**src/rtl/oddr_word_serializer_if.sv**
```systemverilog
// oddr_word_serializer_if: valid/ready word stream feeding the ODDR serializer
// Signals:
//   s_data  - parallel word, WIDTH bits (master -> slave)
//   s_valid - s_data valid (master -> slave)
//   s_ready - slave can accept a word (slave -> master)
interface oddr_word_serializer_if #(
   parameter int WIDTH = 8
);
   logic [WIDTH-1:0] s_data;
   logic             s_valid;
   logic             s_ready;
   modport master (output s_data, output s_valid, input s_ready);
   modport slave (input s_data, input s_valid, output s_ready);
endinterface

```
**src/rtl/oddr_word_serializer.sv**
```systemverilog
// oddr_word_serializer: splits WIDTH-bit words into two-bit beats for a SAME_EDGE ODDR
// Ports:
//   clk       - single clock, same net as the ODDR C input
//   rst_n     - asynchronous active-low reset
//   s         - word stream (slave modport: s_data, s_valid in; s_ready out)
//   en_i      - permits starting a new word; a word in progress always completes
//   d1_o      - bit for ODDR D1 (rising-edge half)
//   d2_o      - bit for ODDR D2 (falling-edge half)
//   frame_o   - high during beat 0 of each word
//   busy_o    - high while shifting
//   gap_cnt_o - saturating count of stream ends (shift -> idle)
module oddr_word_serializer #(
   parameter int   WIDTH     = 8,
   parameter bit   MSB_FIRST = 1'b1,
   parameter logic IDLE_D1   = 1'b0,
   parameter logic IDLE_D2   = 1'b0
) (
   input  logic                   clk,
   input  logic                   rst_n,
   oddr_word_serializer_if.slave  s,
   input  logic                   en_i,
   output logic                   d1_o,
   output logic                   d2_o,
   output logic                   frame_o,
   output logic                   busy_o,
   output logic [15:0]            gap_cnt_o
);
   localparam int N = WIDTH / 2;
   localparam int BW = $clog2(N);
   localparam logic [BW-1:0] LAST = BW'(N - 1);

   typedef enum logic {IDLE, SHIFT} state_t;

   state_t           state_q, state_d;
   logic [WIDTH-1:0] hold_q, hold_d, word_q, word_d;
   logic             hold_full_q, hold_full_d;
   logic [BW-1:0]    beat_q, beat_d;
   logic [1:0]       pair_q, pair_d;
   logic             frame_q, frame_d;
   logic [15:0]      gap_q, gap_d;
   logic             accept, load;

   // Beat k of a word: the two bits nearest the leading end after discarding k pairs
   function automatic logic [1:0] pair(input logic [WIDTH-1:0] w, input logic [BW-1:0] k);
      logic [WIDTH-1:0] t;
      t = MSB_FIRST ? w << {k, 1'b0} : w >> {k, 1'b0};
      return MSB_FIRST ? t[WIDTH-1 -: 2] : {t[0], t[1]};
   endfunction

   assign s.s_ready = !hold_full_q;
   assign accept    = s.s_valid && !hold_full_q;
   // A held word starts from idle or straight after the last beat, giving gapless streams
   assign load      = hold_full_q && en_i && (state_q == IDLE || beat_q == LAST);

   always_comb begin
      state_d     = state_q;
      word_d      = word_q;
      beat_d      = beat_q;
      pair_d      = pair_q;
      frame_d     = 1'b0;
      gap_d       = gap_q;
      hold_d      = accept ? s.s_data : hold_q;
      hold_full_d = accept ? 1'b1 : (load ? 1'b0 : hold_full_q);
      if (load) begin
         state_d = SHIFT;
         word_d  = hold_q;
         beat_d  = '0;
         pair_d  = pair(hold_q, '0);
         frame_d = 1'b1;
      end else if (state_q == SHIFT && beat_q != LAST) begin
         beat_d = beat_q + 1'b1;
         pair_d = pair(word_q, beat_q + 1'b1);
      end else if (state_q == SHIFT) begin
         state_d = IDLE;
         beat_d  = '0;
         pair_d  = {IDLE_D1, IDLE_D2};
         gap_d   = &gap_q ? gap_q : gap_q + 16'd1;
      end
   end

   always_ff @(posedge clk or negedge rst_n) begin
      if (!rst_n) begin
         state_q     <= IDLE;
         hold_q      <= '0;
         hold_full_q <= 1'b0;
         word_q      <= '0;
         beat_q      <= '0;
         pair_q      <= {IDLE_D1, IDLE_D2};
         frame_q     <= 1'b0;
         gap_q       <= '0;
      end else begin
         state_q     <= state_d;
         hold_q      <= hold_d;
         hold_full_q <= hold_full_d;
         word_q      <= word_d;
         beat_q      <= beat_d;
         pair_q      <= pair_d;
         frame_q     <= frame_d;
         gap_q       <= gap_d;
      end
   end

   assign d1_o      = pair_q[1];
   assign d2_o      = pair_q[0];
   assign frame_o   = frame_q;
   assign busy_o    = state_q == SHIFT;
   assign gap_cnt_o = gap_q;
endmodule
```
**src/flat_wrapper.sv**
```systemverilog
// flat-port wrapper written by rule: the top's interface ports become plain ports
module oddr_word_serializer_flat 
#(
   parameter int   WIDTH     = 8,
   parameter bit   MSB_FIRST = 1'b1,
   parameter logic IDLE_D1   = 1'b0,
   parameter logic IDLE_D2   = 1'b0
)
  (clk, rst_n, en_i, d1_o, d2_o, frame_o, busy_o, gap_cnt_o, s_s_data, s_s_valid, s_s_ready);
  oddr_word_serializer_if #(.WIDTH(WIDTH)) s_i ();
  input  logic clk;
  input  logic rst_n;
  input  logic en_i;
  output logic d1_o;
  output logic d2_o;
  output logic frame_o;
  output logic busy_o;
  output logic [15:0] gap_cnt_o;
  input wire logic [$bits(s_i.s_data)-1:0] s_s_data;
  input wire logic [$bits(s_i.s_valid)-1:0] s_s_valid;
  output wire logic [$bits(s_i.s_ready)-1:0] s_s_ready;
  assign s_i.s_data = s_s_data;
  assign s_i.s_valid = s_s_valid;
  assign s_s_ready = s_i.s_ready;
  oddr_word_serializer #(.WIDTH(WIDTH), .MSB_FIRST(MSB_FIRST), .IDLE_D1(IDLE_D1), .IDLE_D2(IDLE_D2)) u_core (.clk(clk), .rst_n(rst_n), .s(s_i), .en_i(en_i), .d1_o(d1_o), .d2_o(d2_o), .frame_o(frame_o), .busy_o(busy_o), .gap_cnt_o(gap_cnt_o));
endmodule
```
**config.mk**
```make
export PLATFORM = sky130hd
export DESIGN_NAME = oddr_word_serializer_flat
export DESIGN_NICKNAME = d
export VERILOG_FILES = /design/src/rtl/oddr_word_serializer_if.sv /design/src/rtl/oddr_word_serializer.sv /design/src/flat_wrapper.sv
export SDC_FILE = /design/constraint.sdc
export NUM_CORES = 1
export LEC_CHECK = 0
export ABC_CLOCK_PERIOD_IN_PS = 6200
export CAP_MARGIN = 5
export CORE_ASPECT_RATIO = 1.1
export CORE_MARGIN = 10
export CORE_UTILIZATION = 37
export CTS_CLUSTER_SIZE = 8
export DETAILED_ROUTE_END_ITERATION = 12
export SYNTH_ARGS = -nofsm -noshare
export SYNTH_HDL_FRONTEND = slang
export SYNTH_SLANG_ARGS = --single-unit
```
**constraint.sdc**
```tcl
create_clock -name clk -period 6.2 [get_ports clk]
set_clock_uncertainty 0.1 [all_clocks]
set_input_delay 0.62 -clock clk [delete_from_list [all_inputs] [get_ports clk]]
set_output_delay 0.62 -clock clk [all_outputs]
set_load 0.005 [all_outputs]
```
==> flow_summary_export.csv, run 1 <==
group,metric,value,unit
synth,syn_inst,144,
clock_network,insertion_delay,280,ps
sta,setup_viol,0,
placement,dp_hpwl,2744,um
sta,fmax,0.4776,GHz
floorplanning,dieArea,0.008129,mm2
layout,nNetsFinal,191,
power,power_density,421.5,mW/mm2
floorplanning,io_pins,33,
sta,period_needed,2094,ps
drt,wire_per_inst,15.78,um
global_route,grt_pass1_wl,6196,um
layout,num_antenna_cells,0,
floorplanning,dieWidth,86.88,um
sta,period_share,33.77,%
sta,hold_ws,384.4,ps
drt,firstDrtPassIters,4,
synth,synth_nets,158,
synth,ys_seq_area_share,53.61,%
synth,syn_area_per_cell,12.64,um2
global_route,grt_pass1_vias,1298,
synth,yosys_warnings,0,
worst_setup_path,worstPathMaxFanout,8,
job,maxCapViolCount,0,
sta,tns,0,ps
clock_network,cts-htree-levels,2,
drt,vias,1222,
placement,placed_cell_area,0.002158,mm2
layout,finalInstanceArea,0.002276,mm2
power,p_leak,0.9129,nW
clock_network,clkTransAtPathRegs,80,ps
worst_setup_path,arrival,2160,ps
drt,routed_wl,3692,um
power,ir_drop,179.0,uV
clock_network,hold_buffers,0,
placement,place_inst,226,
layout,final_cells,234,
drt,ant_nets,0,
floorplanning,initial_core_util,38.59,%
hold_path,min_path_type,"input port to asynchronous set/reset pin",
global_route,antenna_found_initial,0,
clock_network,cts_inserted_buffers,5,
sta,drv_slew,0,
clock_network,cts_setup_buffers,0,
worst_setup_path,r2r_slack,4170,ps
layout,syn_to_final_growth,25.02,%
placement,gp_congestion,0.8172,
clock_network,cts_tree,"built",
drt,via_per_inst,5.222,
sta,slew_headroom,33.98,%
synth,ys_types,35,
floorplanning,core_area,0.004717,mm2
worst_setup_path,worstSetupStartpointType,"input port",
layout,num-fill-cells,434,
worst_setup_path,path_class,"input port to flop",
global_route,grtUsageTotal,9.385,%
synth,ys_ff_latch,39,
worst_setup_path,cp_data_required_time,6270,ps
clock_network,cts_sinks,39,
synth,syn-cell-area,0.001820,mm2
floorplanning,placementRows,26,
sta,worst_slew_pin_slew,990.3,ps
drt,drtIter0Drc,52,
outcome,outcome,"complete, no violations",
worst_setup_path,endpoint_kind,"flop",
sta,hold_viol,0,
global_route,grt-ovfl-total,0,
global_route,grt_max_degree,40,
placement,numPortBuffers,32,
clock_network,clock_path_buffers,2,
clock_network,post_cts_resize_count,0,
drt,drc_errors,0,
layout,drive_gt1_share,20.79,%
floorplanning,die_h,93.57,um
clock_network,clockRootBuffer,"clkbuf_8",
sta,grt_setup_unrepaired,"no",
==> where the power goes <==
group,switching [W],internal (W),total (W)
clock,0.0000864,0.000130,0.000217
combinational,0.000122,0.000194,0.000316
sequential,0.0000771,0.000350,0.000427
total,0.000286,0.000674,0.000959
==> sequential cells by signal, summed over array words and instances, names as in the netlist <==
name and cells:
u_core.beat_q 2, u_core.hold_q 8, u_core.frame_o 1, u_core.gap_cnt_o 16
u_core.word_q 8, u_core.hold_full_q 1, u_core.pair_q 2, u_core.busy_o 1
==> final cells by class <==
class | count | area (um2) | area share, %
inverter | 6 | 22.52 | 0.9896
clock inverter | 2 | 35.03 | 1.539
sequential | 39 | 975.9 | 42.88
multi-input combinational | 93 | 774.5 | 34.03
tap | 56 | 70.07 | 3.079
clock buffer | 6 | 82.58 | 3.628
timing repair buffer | 32 | 315.3 | 13.85
==> critical path, cell delays in order <==
cell and delay [ps]:
clkdlybuf4s50_1 420, and2_4 170, or3_4 430, nor4_2 160, mux2_1 360
==> worst paths after layout <==
path / depth (start not counted) / from / to
worst min-delay path: 1 / rst_n / u_core.gap_cnt_o[4]$_DFFE_PN0P_
worst max register to register: 5 / u_core.beat_q[0]$_DFFE_PN0P_ / u_core.gap_cnt_o[15]$_DFFE_PN0P_
max in group asynchronous: 1 / rst_n / u_core.gap_cnt_o[8]$_DFFE_PN0P_
worst max-delay path: 5 / en_i / u_core.gap_cnt_o[15]$_DFFE_PN0P_
worst min register to register: 1 / u_core.word_q[2]$_DFFE_PN0P_ / u_core.word_q[2]$_DFFE_PN0P_
min in group clk: 1 / u_core.word_q[2]$_DFFE_PN0P_ / u_core.word_q[2]$_DFFE_PN0P_
==> metal layers <==
layer / track usage (%) / part of all wire [%] / vias to the layer above / routed length, um
li1: - / - / 570 / -
met1: 10.98 / 41 / 607 / 1516
met2: 15.10 / 50 / 43 / 1844
met3: 3.993 / 8.5 / 2 / 312
met4: 2.973 / 0.51 / 0 / 19
met5: 0 / 0 / - / 0
==> placed cells by master, fill, tap and decap left out, drive strengths merged, types with 2 or more instances in the layout <==
cell type      count
mux2i              2
mux4               2
ha                 2
nor3               6
nand3              6
dfrtp             39
mux2              18
nor2               6
nand2             11
xnor2              3
clkdlybuf4s50     31
inv                6
clkbuf             7
o22ai              2
nor4               7
and2               2
xor2              10
or3                2
nand4              4
o221ai             2
==> per-stage QoR <==
| stage | power (W) | setup slack [ps] | utilization, % |
|---|---|---|---|
| 2_1_floorplan | 0.0006238 | 4152 | - |
| 5_1_grt | 0.001025 | 4035 | 48.25 |
| 3_3_place_gp | 0.0007401 | 3837 | 45.76 |
| 6_report | 0.0009594 | 4106 | 48.25 |
| 4_1_cts | 0.0009774 | 4103 | 48.25 |
| 3_5_place_dp | 0.0007547 | 3808 | 45.76 |
==> cells by family after synthesis <==
kind of cell / share of synthesized area [%]
DFF: 53.61
and+or+nand+nor: 17.87
muxes: 14.71
AOI/OAI and AO/OA: 2.337
buffers and inverters: 3.848
xor gates and xnor gates: 6.254
adders and majority gates: 1.374
==> synth_stat cells <==
cell,instances,area share [%]
a21oi_1,1,0.27
and2_1,1,0.34
and2_4,1,0.48
and2b_1,1,0.41
buf_2,1,0.27
buf_6,3,1.9
clkbuf_1,1,0.21
clkbuf_2,1,0.27
dfrtp_1,39,54
ha_1,2,1.4
inv_1,6,1.2
mux2_1,2,1.2
mux2_2,16,9.9
mux2i_1,2,1.1
mux4_2,2,2.5
nand2_1,11,2.3
nand2b_1,1,0.34
nand3_1,6,1.6
nand4_1,3,1.0
nand4_2,1,0.69
nor2_1,6,1.2
nor3_1,6,1.6
nor3b_2,1,0.69
nor4_1,3,1.0
nor4_2,3,2.1
nor4_4,1,1.2
nor4b_2,1,0.82
o21bai_1,1,0.41
o221ai_1,2,0.96
o22ai_1,2,0.69
or2_1,1,0.34
or3_4,2,1.2
or4_1,1,0.41
xnor2_1,3,1.4
xor2_1,10,4.8
No activity file was read; power rests on OpenSTA's default activity.
==> inputs of run 2 (changes only) <==
Settings changed: ABC_CLOCK_PERIOD_IN_PS 6200 to 2100.
Clock period 6.2 ns to 2.1 ns, I/O delays scaled along.
==> flow_summary_export.csv, run 2 (synthesis results as in run 1) <==
group,metric,value,unit
outcome,outcome,"complete, no violations",
sta,timing.final.ws_setup,209.2,ps
layout,layout_common_cells,"dfrtp_1 (39), clkdlybuf4s50_1 (31), mux2_2 (16)",
sta,setup_viol,0,
clock_network,clockRootBuffer,"clkbuf_8",
sta,tns,0,ps
sta,period_needed,1891,ps
worst_setup_path,crit_start,"u_core.beat_q[0]$_DFFE_PN0P_",
hold_path,min_path_type,"input port to asynchronous set/reset pin",
worst_setup_path,endpoint_kind,"flop",
sta,hold_viol,0,
placement,place_ws,112.0,ps
layout,layout_commonest_cell,"dfrtp_1",
clock_network,cts_tree,"built",
placement,dp_hpwl,2812,um
global_route,antenna_found_initial,0,
clock_network,clkTransAtPathRegs,70,ps
clock_network,cts_sinks,39,
drt,wire_per_inst,15.25,um
clock_network,insertion_delay,290,ps
drt,vias,1223,
placement,gp_congestion,0.7914,
worst_setup_path,cp_data_required_time,2170,ps
power,p_leak,0.9282,nW
placement,numPortBuffers,32,
worst_setup_path,r2r_start,"u_core.beat_q[0]$_DFFE_PN0P_",
sta,worst_slew_pin_slew,502.7,ps
floorplanning,dieArea,0.008129,mm2
floorplanning,core_area,0.004717,mm2
worst_setup_path,worstPathMaxFanout,7,
power,power,0.002725,W
sta,drv_slew,0,
drt,ant_nets,0,
floorplanning,dieWidth,86.88,um
global_route,grtUsageTotal,9.616,%
floorplanning,placementRows,26,
sta,hold_ws,318.7,ps
global_route,grt_max_degree,22,
worst_setup_path,path_class,"flop to flop",
clock_network,cts-htree-levels,2,
drt,drc_errors,0,
sta,fmax,0.5289,GHz
sta,grt_setup_unrepaired,"no",
worst_setup_path,worstSetupStartpointType,"flop",
drt,via_per_inst,5.117,
drt,firstDrtPassIters,4,
drt,routed_wl,3645,um
floorplanning,io_pins,33,
global_route,grt_pass1_wl,6251,um
placement,placed_cell_area,0.002196,mm2
floorplanning,initial_core_util,38.59,%
power,power_density,1188,mW/mm2
global_route,grt_pass1_vias,1275,
worst_setup_path,arrival,1960,ps
clock_network,cts_inserted_buffers,5,
floorplanning,die_h,93.57,um
job,maxCapViolCount,0,
sta,slew_headroom,66.49,%
layout,num_antenna_cells,0,
global_route,grt-ovfl-total,0,
drt,drtIter0Drc,40,
sta,period_share,90.04,%
layout,syn_to_final_growth,25.98,%
layout,nNetsFinal,197,
layout,largest_reg_flops,16,
power,ir_drop,552.7,uV
layout,drive_gt1_share,22.40,%
clock_network,clock_path_buffers,2,
layout,finalInstanceArea,0.002293,mm2
clock_network,post_cts_resize_count,0,
layout,num-fill-cells,426,
run 2: cell types whose count changed in the layout (fill, tap and decap cells not counted), sizes merged:
cell         delta
buf             +5
bufinv          -1
dlygate4sd3     +1
run 2: worst max-delay path, stage by stage (launching register included):
cell and delay [ps]:
dfrtp_1 360, ha_1 230, nand2_1 140, or3_4 440, nor4_2 160, mux2_1 340
run 2: worst paths after layout:
| kind | end | slack [ps] | cells past startpoint |
|---|---|---|---|
| min | u_core.gap_cnt_o[5]$_DFFE_PN0P_ | 320 | 2 |
| max reg2reg | u_core.gap_cnt_o[15]$_DFFE_PN0P_ | 210 | 5 |
| min reg2reg | u_core.hold_q[2]$_DFFE_PN0P_ | 400 | 1 |
| max in group asynchronous | u_core.hold_q[7]$_DFFE_PN0P_ | 1030 | 3 |
| min in group clk | u_core.hold_q[2]$_DFFE_PN0P_ | 400 | 1 |
| max | u_core.gap_cnt_o[15]$_DFFE_PN0P_ | 210 | 5 |
run 2: timing repair:
item                                   4_1_cts  5_1_grt
buffers inserted                             0        0
endpoints found under the hold margin       19        0
hold buffers                                 1        0
run 2: power by group:
part           switching (W)  internal, W  total [W]
combinational       0.000381     0.000595   0.000976
clock               0.000249     0.000258   0.000506
sequential          0.000210      0.00103    0.00124
total               0.000839      0.00189    0.00272
run 2: metal layers:
| layer | wire length, um | vias to the layer above | global-route usage, % |
|---|---|---|---|
| li1 | - | 583 | - |
| met1 | 1495 | 600 | 10.56 |
| met2 | 1801 | 34 | 15.95 |
| met3 | 287 | 6 | 4.167 |
| met4 | 59 | 0 | 3.649 |
| met5 | 0 | - | 0 |
run 2: area by class of cell:
| type | instances | area [um2] | share of cell area [%] |
|---|---|---|---|
| clock inverters | 1 | 5.005 | 0.2182 |
| well taps | 56 | 70.07 | 3.055 |
| repair buffers | 38 | 362.8 | 15.82 |
| multi-input cells | 93 | 774.5 | 33.77 |
| flip-flops and latches | 39 | 975.9 | 42.55 |
| clock buffers | 6 | 82.58 | 3.601 |
| inverters | 6 | 22.52 | 0.9820 |
run 2: through the flow:
stage,std cells,utilization (%)
floorplan,144,-
global placement,231,46.55
detailed placement,231,46.55
CTS,239,48.62
global route,239,48.62
finish,239,48.62
==> inputs of run 3 (changes only) <==
Settings changed: MAX_ROUTING_LAYER set to met4.
==> flow_summary_export.csv, run 3 (synthesis results as in run 1) <==
group,metric,value,unit
sta,setup_viol,0,
job,maxCapViolCount,0,
worst_setup_path,cpPeakStageDelay,440,ps
sta,fmax,0.5282,GHz
drt,wire_per_inst,15.23,um
floorplanning,io_pins,33,
power,p_seq_share,45.6,%
layout,nNetsFinal,197,
global_route,grt-ovfl-total,0,
worst_setup_path,cpMaxStageDelayCell,"or3_4",
placement,gp_congestion,0.8026,
worst_setup_path,endpoint_kind,"flop",
outcome,outcome,"complete, no violations",
power,power_density,1187,mW/mm2
worst_setup_path,cp_data_required_time,2170,ps
clock_network,clock_path_buffers,2,
clock_network,insertion_delay,290,ps
clock_network,clkTransAtPathRegs,70,ps
sta,drv_slew,0,
floorplanning,placementRows,26,
clock_network,cts_inserted_buffers,5,
power,pwr-share-comb,35.8,%
sta,period_needed,1893,ps
layout,drive_gt1_share,22.40,%
layout,multi_input_area,774.5,um2
floorplanning,initial_core_util,38.59,%
worst_setup_path,path_class,"flop to flop",
clock_network,hold_buffers,1,
layout,syn_to_final_growth,25.98,%
power,ir_drop,550.1,uV
sta,period_share,90.16,%
drt,routed_wl,3640,um
floorplanning,dieWidth,86.88,um
sta,hold_viol,0,
floorplanning,dieArea,0.008129,mm2
sta,worst_slew_pin_slew,505.6,ps
clock_network,cts_tree,"built",
drt,vias,1215,
worst_setup_path,crit_chain,"ha_1 > nand2_1 > or3_4 > nor4_2 > mux2_1",
clock_network,post_cts_resize_count,0,
layout,num-fill-cells,426,
layout,largest_reg_flops,16,
drt,via_per_inst,5.084,
drt,drc_errors,0,
sta,slew_headroom,66.29,%
power,p_switching,0.0008368,W
power,p_leak,0.9282,nW
floorplanning,core_area,0.004717,mm2
clock_network,cts_sinks,39,
power,p_int,0.001886,W
layout,layout_common_cells,"dfrtp_1 (39), clkdlybuf4s50_1 (31), mux2_2 (16)",
floorplanning,die_h,93.57,um
hold_path,min_path_type,"input port to asynchronous set/reset pin",
drt,firstDrtPassIters,4,
sta,tns,0,ps
global_route,grtUsageTotal,9.888,%
layout,regArea,975.9,um2
global_route,antenna_found_initial,0,
worst_setup_path,arrival,1970,ps
drt,drtIter0Drc,39,
global_route,grt_max_degree,22,
clock_network,clockRootBuffer,"clkbuf_8",
global_route,grt_pass1_wl,6244,um
drt,ant_nets,0,
worst_setup_path,worstPathMaxFanout,7,
worst_setup_path,worstSetupStartpointType,"flop",
sta,hold_ws,320.3,ps
power,pwr-share-clk,18.6,%
layout,layout_commonest_cell,"dfrtp_1",
placement,numPortBuffers,32,
power,switching_share,30.74,%
clock_network,cts-htree-levels,2,
placement,dp_hpwl,2812,um
global_route,grt_pass1_vias,1276,
sta,grt_setup_unrepaired,"no",
clock_network,cts_setup_buffers,0,
layout,num_antenna_cells,0,
==> run 3: cell counts in the layout (fill, tap and decap cells not counted) <==
Identical to the previous run, type by type.
==> run 3: worst paths after layout <==
path / from / endpoint / slack [ps] / depth (start not counted)
min in group clk: u_core.hold_q[2]$_DFFE_PN0P_ / u_core.hold_q[2]$_DFFE_PN0P_ / 400 / 1
worst max register to register: u_core.beat_q[0]$_DFFE_PN0P_ / u_core.gap_cnt_o[15]$_DFFE_PN0P_ / 210 / 5
worst min-delay path: rst_n / u_core.gap_cnt_o[5]$_DFFE_PN0P_ / 320 / 2
worst max-delay path: u_core.beat_q[0]$_DFFE_PN0P_ / u_core.gap_cnt_o[15]$_DFFE_PN0P_ / 210 / 5
worst min register to register: u_core.hold_q[2]$_DFFE_PN0P_ / u_core.hold_q[2]$_DFFE_PN0P_ / 400 / 1
max in group asynchronous: rst_n / u_core.hold_q[7]$_DFFE_PN0P_ / 1030 / 3
==> run 3: area by class of cell <==
| type | count | share of cell area (%) |
|---|---|---|
| clock inverters | 1 | 0.2182 |
| multi-input cells | 93 | 33.77 |
| clock buffers | 6 | 3.601 |
| flip-flops and latches | 39 | 42.55 |
| repair buffers | 38 | 15.82 |
| well taps | 56 | 3.055 |
| inverters | 6 | 0.9820 |
==> run 3: layer usage <==
layer | track usage, % | wire [um]
met1 | 10.72 | 1532
met2 | 15.95 | 1821
met3 | 3.906 | 248
met4 | 3.649 | 38
met5 | - | 0
==> run 3: metrics by stage <==
| stage | setup slack (ps) | utilization [%] | cell area [um2] | instances | power [W] |
|---|---|---|---|---|---|
| 2_1_floorplan | 150.6 | - | 1821 | 144 | 0.001842 |
| 3_3_place_gp | 144.3 | 46.55 | 2196 | 231 | 0.002209 |
| 3_5_place_dp | 112.0 | 46.55 | 2196 | 231 | 0.002249 |
| 4_1_cts | 198.8 | 48.62 | 2293 | 239 | 0.002773 |
| 5_1_grt | 62.19 | 48.62 | 2293 | 239 | 0.002936 |
| 6_report | 206.6 | 48.62 | 2293 | 239 | 0.002722 |
==> run 3: critical path, delay by kind of cell, from the launching register on <==
kind          cells  cell delay [ps]
mux               1              340
flops             1              360
fa+ha+maj         1              230
simple gates      3              740
==> run 3: power groups by stage <==
stage | logic (W) | clock network, W | registers (W)
CTS | 0.000997 | 0.000530 | 0.00125
floorplan | 0.000623 | 0 | 0.00122
global placement | 0.000961 | 0 | 0.00125
global route | 0.00108 | 0.000566 | 0.00129
detailed placement | 0.000988 | 0 | 0.00126
finish | 0.000975 | 0.000505 | 0.00124
